--- src/rtl/conv_pkg.sv ---
// Shared types, constants and width helper for the conv3x3_stream engine.
package conv_pkg;

    localparam int CONV_COEF_W = 4;

    typedef logic signed [CONV_COEF_W-1:0] coef_t;

    // k8 occupies the MSBs, k0 the LSBs.
    localparam logic [9*CONV_COEF_W-1:0] SHARPEN_COEF = {4'h0, 4'hF, 4'h0,
                                                         4'hF, 4'h5, 4'hF,
                                                         4'h0, 4'hF, 4'h0};
    localparam logic [9*CONV_COEF_W-1:0] BOX_COEF     = {9{4'h1}};

    function automatic int acc_width(input int pix_w, input int coef_w);
        return pix_w + coef_w + 4;
    endfunction

endpackage

--- src/rtl/conv_line_buf.sv ---
// One image line of pixel storage, written and read at the same column address.
module conv_line_buf
    import conv_pkg::*;
#(
    parameter int DEPTH = 64,
    parameter int W     = 8,
    parameter int AW    = $clog2(DEPTH)
) (
    input  logic          clk,
    input  logic          en,
    input  logic [AW-1:0] addr,
    input  logic [W-1:0]  din,
    output logic [W-1:0]  dout
);

    logic [W-1:0] mem_q [DEPTH];

    // Overwrite the slot after its old value has been read out for the window.
    always_ff @(posedge clk) begin
        if (en) begin
            mem_q[addr] <= din;
        end
    end

    assign dout = mem_q[addr];

endmodule

--- src/rtl/conv3x3_stream.sv ---
// Streaming 3x3 convolution with programmable signed coefficients, shift and clip.
// Optional CONV3X3_ABS_EN adds an abs_mode port for magnitude output.
module conv3x3_stream
    import conv_pkg::*;
#(
    parameter int PIX_W   = 8,
    parameter int IMG_W   = 64,
    parameter int IMG_H   = 64,
    parameter int COEF_W  = 4,
    parameter int SHIFT_W = 3
) (
    input  logic                  clk,
    input  logic                  rst,
    input  logic [9*COEF_W-1:0]   coef,
    input  logic [SHIFT_W-1:0]    shift,
    input  logic                  s_valid,
    output logic                  s_ready,
    input  logic [PIX_W-1:0]      s_data,
`ifdef CONV3X3_ABS_EN
    input  logic                  abs_mode,
`endif
    output logic                  m_valid,
    input  logic                  m_ready,
    output logic [PIX_W-1:0]      m_data,
    output logic                  m_last
);

    localparam int ACC_W = acc_width(PIX_W, COEF_W);
    localparam int CW    = $clog2(IMG_W);
    localparam int RW    = $clog2(IMG_H);

    localparam logic [CW-1:0]             COL_LAST = CW'(IMG_W - 1);
    localparam logic [RW-1:0]             ROW_LAST = RW'(IMG_H - 1);
    localparam logic signed [ACC_W-1:0]   PIX_MAX  = ACC_W'((1 << PIX_W) - 1);

    logic                     en_s;
    logic                     accept_s;
    logic                     first_s;
    logic                     abs_in_s;
    logic [PIX_W-1:0]         lb0_out_s;
    logic [PIX_W-1:0]         lb1_out_s;
    logic signed [ACC_W-1:0]  mac_s;
    logic signed [ACC_W-1:0]  shifted_s;
    logic signed [ACC_W-1:0]  mag_s;

    logic [CW-1:0]            col_q, col_d;
    logic [RW-1:0]            row_q, row_d;
    logic [9*COEF_W-1:0]      coef_q, coef_d;
    logic [SHIFT_W-1:0]       shift_q, shift_d;
    logic                     abs_q, abs_d;

    logic [8:0][PIX_W-1:0]    win_q, win_d;
    logic                     v0_q, v0_d;
    logic                     last0_q, last0_d;

    logic signed [ACC_W-1:0]  acc_q, acc_d;
    logic                     v1_q, v1_d;
    logic                     last1_q, last1_d;
    logic [SHIFT_W-1:0]       sh1_q, sh1_d;
    logic                     abs1_q, abs1_d;

    logic                     m_valid_q, m_valid_d;
    logic [PIX_W-1:0]         m_data_q, m_data_d;
    logic                     m_last_q, m_last_d;

`ifdef CONV3X3_ABS_EN
    assign abs_in_s = abs_mode;
`else
    assign abs_in_s = 1'b0;
`endif

    assign en_s     = !m_valid_q || m_ready;
    assign accept_s = s_valid && en_s;
    assign first_s  = (col_q == '0) && (row_q == '0);

    assign s_ready  = en_s;
    assign m_valid  = m_valid_q;
    assign m_data   = m_data_q;
    assign m_last   = m_last_q;

    // lb0 holds the previous line and feeds lb1, which holds the line before that.
    conv_line_buf #(.DEPTH(IMG_W), .W(PIX_W), .AW(CW)) u_lb0 (
        .clk  (clk),
        .en   (accept_s),
        .addr (col_q),
        .din  (s_data),
        .dout (lb0_out_s)
    );

    conv_line_buf #(.DEPTH(IMG_W), .W(PIX_W), .AW(CW)) u_lb1 (
        .clk  (clk),
        .en   (accept_s),
        .addr (col_q),
        .din  (lb0_out_s),
        .dout (lb1_out_s)
    );

    function automatic logic signed [ACC_W-1:0] tap(input logic [COEF_W-1:0] k,
                                                    input logic [PIX_W-1:0]  p);
        logic signed [ACC_W-1:0] kx;
        logic signed [ACC_W-1:0] px;
        kx = {{(ACC_W-COEF_W){k[COEF_W-1]}}, k};
        px = {{(ACC_W-PIX_W){1'b0}}, p};
        return kx * px;
    endfunction

    // Raster position counters and frame-start capture of coef/shift/abs.
    always_comb begin
        col_d   = col_q;
        row_d   = row_q;
        coef_d  = coef_q;
        shift_d = shift_q;
        abs_d   = abs_q;
        if (accept_s) begin
            if (col_q == COL_LAST) begin
                col_d = '0;
                if (row_q == ROW_LAST) begin
                    row_d = '0;
                end else begin
                    row_d = row_q + RW'(1);
                end
            end else begin
                col_d = col_q + CW'(1);
                row_d = row_q;
            end
            if (first_s) begin
                coef_d  = coef;
                shift_d = shift;
                abs_d   = abs_in_s;
            end else begin
                coef_d  = coef_q;
                shift_d = shift_q;
                abs_d   = abs_q;
            end
        end else begin
            col_d = col_q;
            row_d = row_q;
        end
    end

    // S0: shift the window one column; index = row*3 + col, row 0 is the oldest line.
    always_comb begin
        win_d   = win_q;
        v0_d    = v0_q;
        last0_d = last0_q;
        if (en_s) begin
            v0_d    = accept_s && (col_q >= CW'(2)) && (row_q >= RW'(2));
            last0_d = accept_s && (col_q == COL_LAST) && (row_q == ROW_LAST);
        end else begin
            v0_d    = v0_q;
            last0_d = last0_q;
        end
        if (accept_s) begin
            for (int r = 0; r < 3; r++) begin
                win_d[r*3+0] = win_q[r*3+1];
                win_d[r*3+1] = win_q[r*3+2];
            end
            win_d[2] = lb1_out_s;
            win_d[5] = lb0_out_s;
            win_d[8] = s_data;
        end else begin
            win_d = win_q;
        end
    end

    // S1: multiply-accumulate; shift/abs travel with the sum so a new frame cannot alter them.
    always_comb begin
        mac_s = '0;
        for (int i = 0; i < 9; i++) begin
            mac_s = mac_s + tap(coef_q[i*COEF_W +: COEF_W], win_q[i]);
        end
        acc_d   = acc_q;
        v1_d    = v1_q;
        last1_d = last1_q;
        sh1_d   = sh1_q;
        abs1_d  = abs1_q;
        if (en_s) begin
            acc_d   = mac_s;
            v1_d    = v0_q;
            last1_d = last0_q && v0_q;
            sh1_d   = shift_q;
            abs1_d  = abs_q;
        end else begin
            acc_d   = acc_q;
        end
    end

    // S2: arithmetic shift, optional magnitude, then clip into the pixel range.
    always_comb begin
        shifted_s = acc_q >>> sh1_q;
        if (abs1_q && shifted_s[ACC_W-1]) begin
            mag_s = -shifted_s;
        end else begin
            mag_s = shifted_s;
        end
        m_valid_d = m_valid_q;
        m_data_d  = m_data_q;
        m_last_d  = m_last_q;
        if (en_s) begin
            m_valid_d = v1_q;
            m_last_d  = last1_q && v1_q;
            if (!v1_q) begin
                m_data_d = m_data_q;
            end else if (mag_s[ACC_W-1]) begin
                m_data_d = '0;
            end else if (mag_s > PIX_MAX) begin
                m_data_d = PIX_MAX[PIX_W-1:0];
            end else begin
                m_data_d = mag_s[PIX_W-1:0];
            end
        end else begin
            m_valid_d = m_valid_q;
        end
    end

    // State registers; line buffer storage is deliberately left uncleared.
    always_ff @(posedge clk) begin
        if (rst) begin
            col_q     <= '0;
            row_q     <= '0;
            coef_q    <= '0;
            shift_q   <= '0;
            abs_q     <= 1'b0;
            win_q     <= '0;
            v0_q      <= 1'b0;
            last0_q   <= 1'b0;
            acc_q     <= '0;
            v1_q      <= 1'b0;
            last1_q   <= 1'b0;
            sh1_q     <= '0;
            abs1_q    <= 1'b0;
            m_valid_q <= 1'b0;
            m_data_q  <= '0;
            m_last_q  <= 1'b0;
        end else begin
            col_q     <= col_d;
            row_q     <= row_d;
            coef_q    <= coef_d;
            shift_q   <= shift_d;
            abs_q     <= abs_d;
            win_q     <= win_d;
            v0_q      <= v0_d;
            last0_q   <= last0_d;
            acc_q     <= acc_d;
            v1_q      <= v1_d;
            last1_q   <= last1_d;
            sh1_q     <= sh1_d;
            abs1_q    <= abs1_d;
            m_valid_q <= m_valid_d;
            m_data_q  <= m_data_d;
            m_last_q  <= m_last_d;
        end
    end

endmodule

--- config.mk ---
export PLATFORM = sky130hd
export DESIGN_NAME = conv3x3_stream
export DESIGN_NICKNAME = d
export VERILOG_FILES = /design/src/rtl/conv_pkg.sv /design/src/rtl/conv_line_buf.sv /design/src/rtl/conv3x3_stream.sv
export SDC_FILE = /design/constraint.sdc
export NUM_CORES = 2
export LEC_CHECK = 0
export BUFFER_PORTS_ARGS = -buffer_cell sky130_fd_sc_hd__buf_2
export CAP_MARGIN = 10
export CORE_MARGIN = 5
export CORE_UTILIZATION = 30
export DETAILED_ROUTE_END_ITERATION = 16
export GPL_TIMING_DRIVEN = 0
export PLACE_DENSITY = 0.42
export SETUP_SLACK_MARGIN = 0.02
export SLEW_MARGIN = 30
export SYNTH_ARGS = -nofsm -noshare
export SYNTH_HDL_FRONTEND = slang
export SYNTH_SLANG_ARGS = --single-unit
--- constraint.sdc ---
create_clock -name clk -period 9.3 [get_ports clk]
set_input_delay 0.465 -clock clk [delete_from_list [all_inputs] [get_ports clk]]
set_output_delay 0.465 -clock clk [all_outputs]
set_load 0.02 [all_outputs]
==> metrics.yaml <==
route:
  dr.pass1.iters: 8
  wl_met1_mm: 73.5
  met2WireLength_mm: 87.8
  wire_per_inst_um: 26.2
  drt_iter0_markers: 2650
  drc: 0
  wl_met3_mm: 7.55
  final_antenna_net_count: 0
  vias_per_cell: 4.75
  route.top_layer_used: "met4"
  drt_wl_total_mm: 173
  vias: 31402
synth:
  ys_top_cells_by_area: "edfxtp_1, fa_1, mux4_2"
  syn_nets: 4133
  synth_edf_count: 1024
  avgSynthCellArea_um2: 15.4
  ys_warn_count: 0
  synth_ff_type: "edfxtp_1"
  synth-seq-cells: 1186
  ys_types: 65
  synth_top_area_cell: "edfxtp_1"
  synthCells: 3669
  yosys.area.top_type_share_pct: 54.5
  ys_async_sr_fraction_pct: 0
  synth_area_um2: 56400
  seq_area_frac_synth_pct: 60.3
power_and_ir_drop:
  power_leakage_uw: 0.0234
  power.density_nw_per_um2: 204
  ir_worst_vdd_uv: 147
cts:
  clock_sink_count: 1186
  cts_setup_buffers: 0
  cts_max_level: 4
  ctsHoldBuffers: 39
  numCtsBuffers: 139
  cts_root_buf: "clkbuf_16"
  path_clk_slew_ns: 0.06
  cts.path.max_buffers: 3
  postCtsResizedCells: 0
  worstSkewPairLatency_ns: 0.79
  cts_tree: "yes"
layout:
  syn2layout_area_growth_pct: 19.6
  final_common_cell: "edfxtp_1"
  final_util_pct: 36.0
  n_fill_cell: 18046
  final_cell_mix: "edfxtp_1, inv_1, nand2_1"
  ff_latch_area_um2: 34000
  multi_input_area_um2: 20600
  drive_gt1_share_pct: 19.4
  final_nets: 4455
global_routing:
  grt_max_degree: 66
  gr-total-overflow: 0
  first_global_vias: 32842
  antenna_found_initial: 5
  grt_usage_pct: 17.5
  grt_pass1_wl_mm: 247
place:
  place_congestion: 0.803
  hpwlAfterDp_mm: 126
  portBuffers: 60
min_path:
  min_to: "u_lb0.mem_q[7][4]"
  worst_hold_path_type: "in -> reg"
  worst_hold_path.num_cells: 1
  hp-start: "s_data[4]"
die:
  rows: 159
  ios: 62
  core_region_area_um2: 187000
  die-area_um2: 197000
  start_util_pct: 30.1
  die_h_um: 443
  die_x_um: 443
timing:
  final_max_slew_viol_count: 0
  setup_violations: 0
  rsz0062_at_grt: "no"
  final.min_clock_period_ns: 8.08
  worst_pin_slew_ns: 1.02
  fin_skew_ns: 0.0500
  slew_headroom_pct: 32.1
  min_period_over_period_pct: 86.9
  final_hold_viol_count: 0
  fmax_mhz: 124
  setup_tns_ns: 0
run:
  drv.max_cap_violation_count: 0
worst_setup_path:
  rr_startpoint: "coef_q[3]"
  worst_setup_path_start_kind: "register"
  worstPathRequired_ns: 10.01
  end_kind: "register"
  reg2reg_to: "acc_q[15]"
  worstPathArrival_ns: 8.79
  r2r_slack_ns: 1.22
  path_class: "reg -> reg"
  critPathMaxFanout: 13
  reg2reg_depth: 21
status:
  status: "complete, no violations"
-- state kept, by name (all words and copies together) (netlist names), 3 cells and up, named ones only --
name and flops:
acc_q 16, win_q 72, sh1_q 3, coef_q 36, col_q 6, row_q 6
u_lb0.mem_q 512, shift_q 3, u_lb1.mem_q 512, m_data 8
-- per-stage QoR --
| step | area [µm²] | instances | power, µW | worst slack [ns] | hold slack [ns] |
|---|---|---|---|---|---|
| floorplan | 56400 | 3669 | 7550 | 2.72 | 0.429 |
| global placement | 59800 | 6224 | 8370 | 1.25 | 0.441 |
| detailed placement | 62500 | 6306 | 8420 | 1.27 | 0.446 |
| CTS | 67400 | 6601 | 14000 | 1.22 | 0.0415 |
| global route | 67400 | 6602 | 14400 | 0.931 | 0.0634 |
| finish | 67400 | 6604 | 13700 | 1.22 | 0.110 |
-- Yosys cell counts, drive strengths merged (43+ instances only) --
master and count:
a21oi 159, and2 136, buf 71, clkbuf 96
dfxtp 162, edfxtp 1024, fa 305, ha 108
inv 398, mux2 48, mux2i 43, mux4 245
nand2 369, nor2 142, o22ai 81
-- cell type report --
type | instances | area share, %
Sequential cell | 1186 | 50.4
Multi-Input combinational cell | 1918 | 30.6
Clock buffer | 184 | 5.71
Tap cell | 2495 | 4.63
Timing Repair Buffer | 181 | 4.11
Inverter | 398 | 2.22
Buffer | 167 | 1.26
Clock inverter | 72 | 1.07
Antenna cell | 3 | 0.0111
-- report_power, final --
part	switching (µW)	leakage, µW	internal (µW)	total, µW
Sequential	100	0.0105	5910	6010
Clock	2340	0.00222	3150	5490
Combinational	1320	0.0107	911	2230
-- worst max-delay path by stage --
stage | from | end | slack (ns) | cells past startpoint
after global placement | coef_q[3] | acc_q[15] | 1.25 | 21
after CTS | coef_q[3] | acc_q[15] | 1.22 | 21
final | coef_q[3] | acc_q[15] | 1.22 | 21
after global routing | coef_q[3] | acc_q[15] | 0.93 | 21
after detailed placement | coef_q[3] | acc_q[15] | 1.27 | 21
after floorplan | coef_q[3] | acc_q[15] | 2.72 | 21
-- logic make-up after synthesis --
group	synth area share, %
flip-flops	60.3
AND/OR/NAND/NOR	6.57
buffers and inverters	4.13
adder cells (fa/ha/maj)	13.2
AO/OA/AOI/OAI	3.88
multiplexers	11.6
XOR/XNOR	0.342
-- critical path: stages, from the launching register on --
cell       delay (ns)
dfxtp_1          0.93
inv_1            0.51
nor2_1           0.27
fa_1             0.44
fa_1             0.51
fa_1             0.54
inv_1            0.07
fa_1             0.49
fa_1             0.52
inv_1            0.05
fa_1             0.57
inv_1            0.06
fa_1             0.47
inv_1            0.05
fa_1             0.44
ha_1             0.25
a211oi_1         0.35
o21bai_1         0.22
o2111ai_1        0.43
o21ai_0          0.21
or4_1            0.43
o211ai_1         0.16
-- layer usage --
metal  GRT usage (%)  vias to the layer above
li1                -                    13943
met1            22.7                    16582
met2            30.4                      670
met3            3.09                      207
met4            4.70                        0
met5               0                        -
No activity file was read; power rests on OpenSTA's default activity.
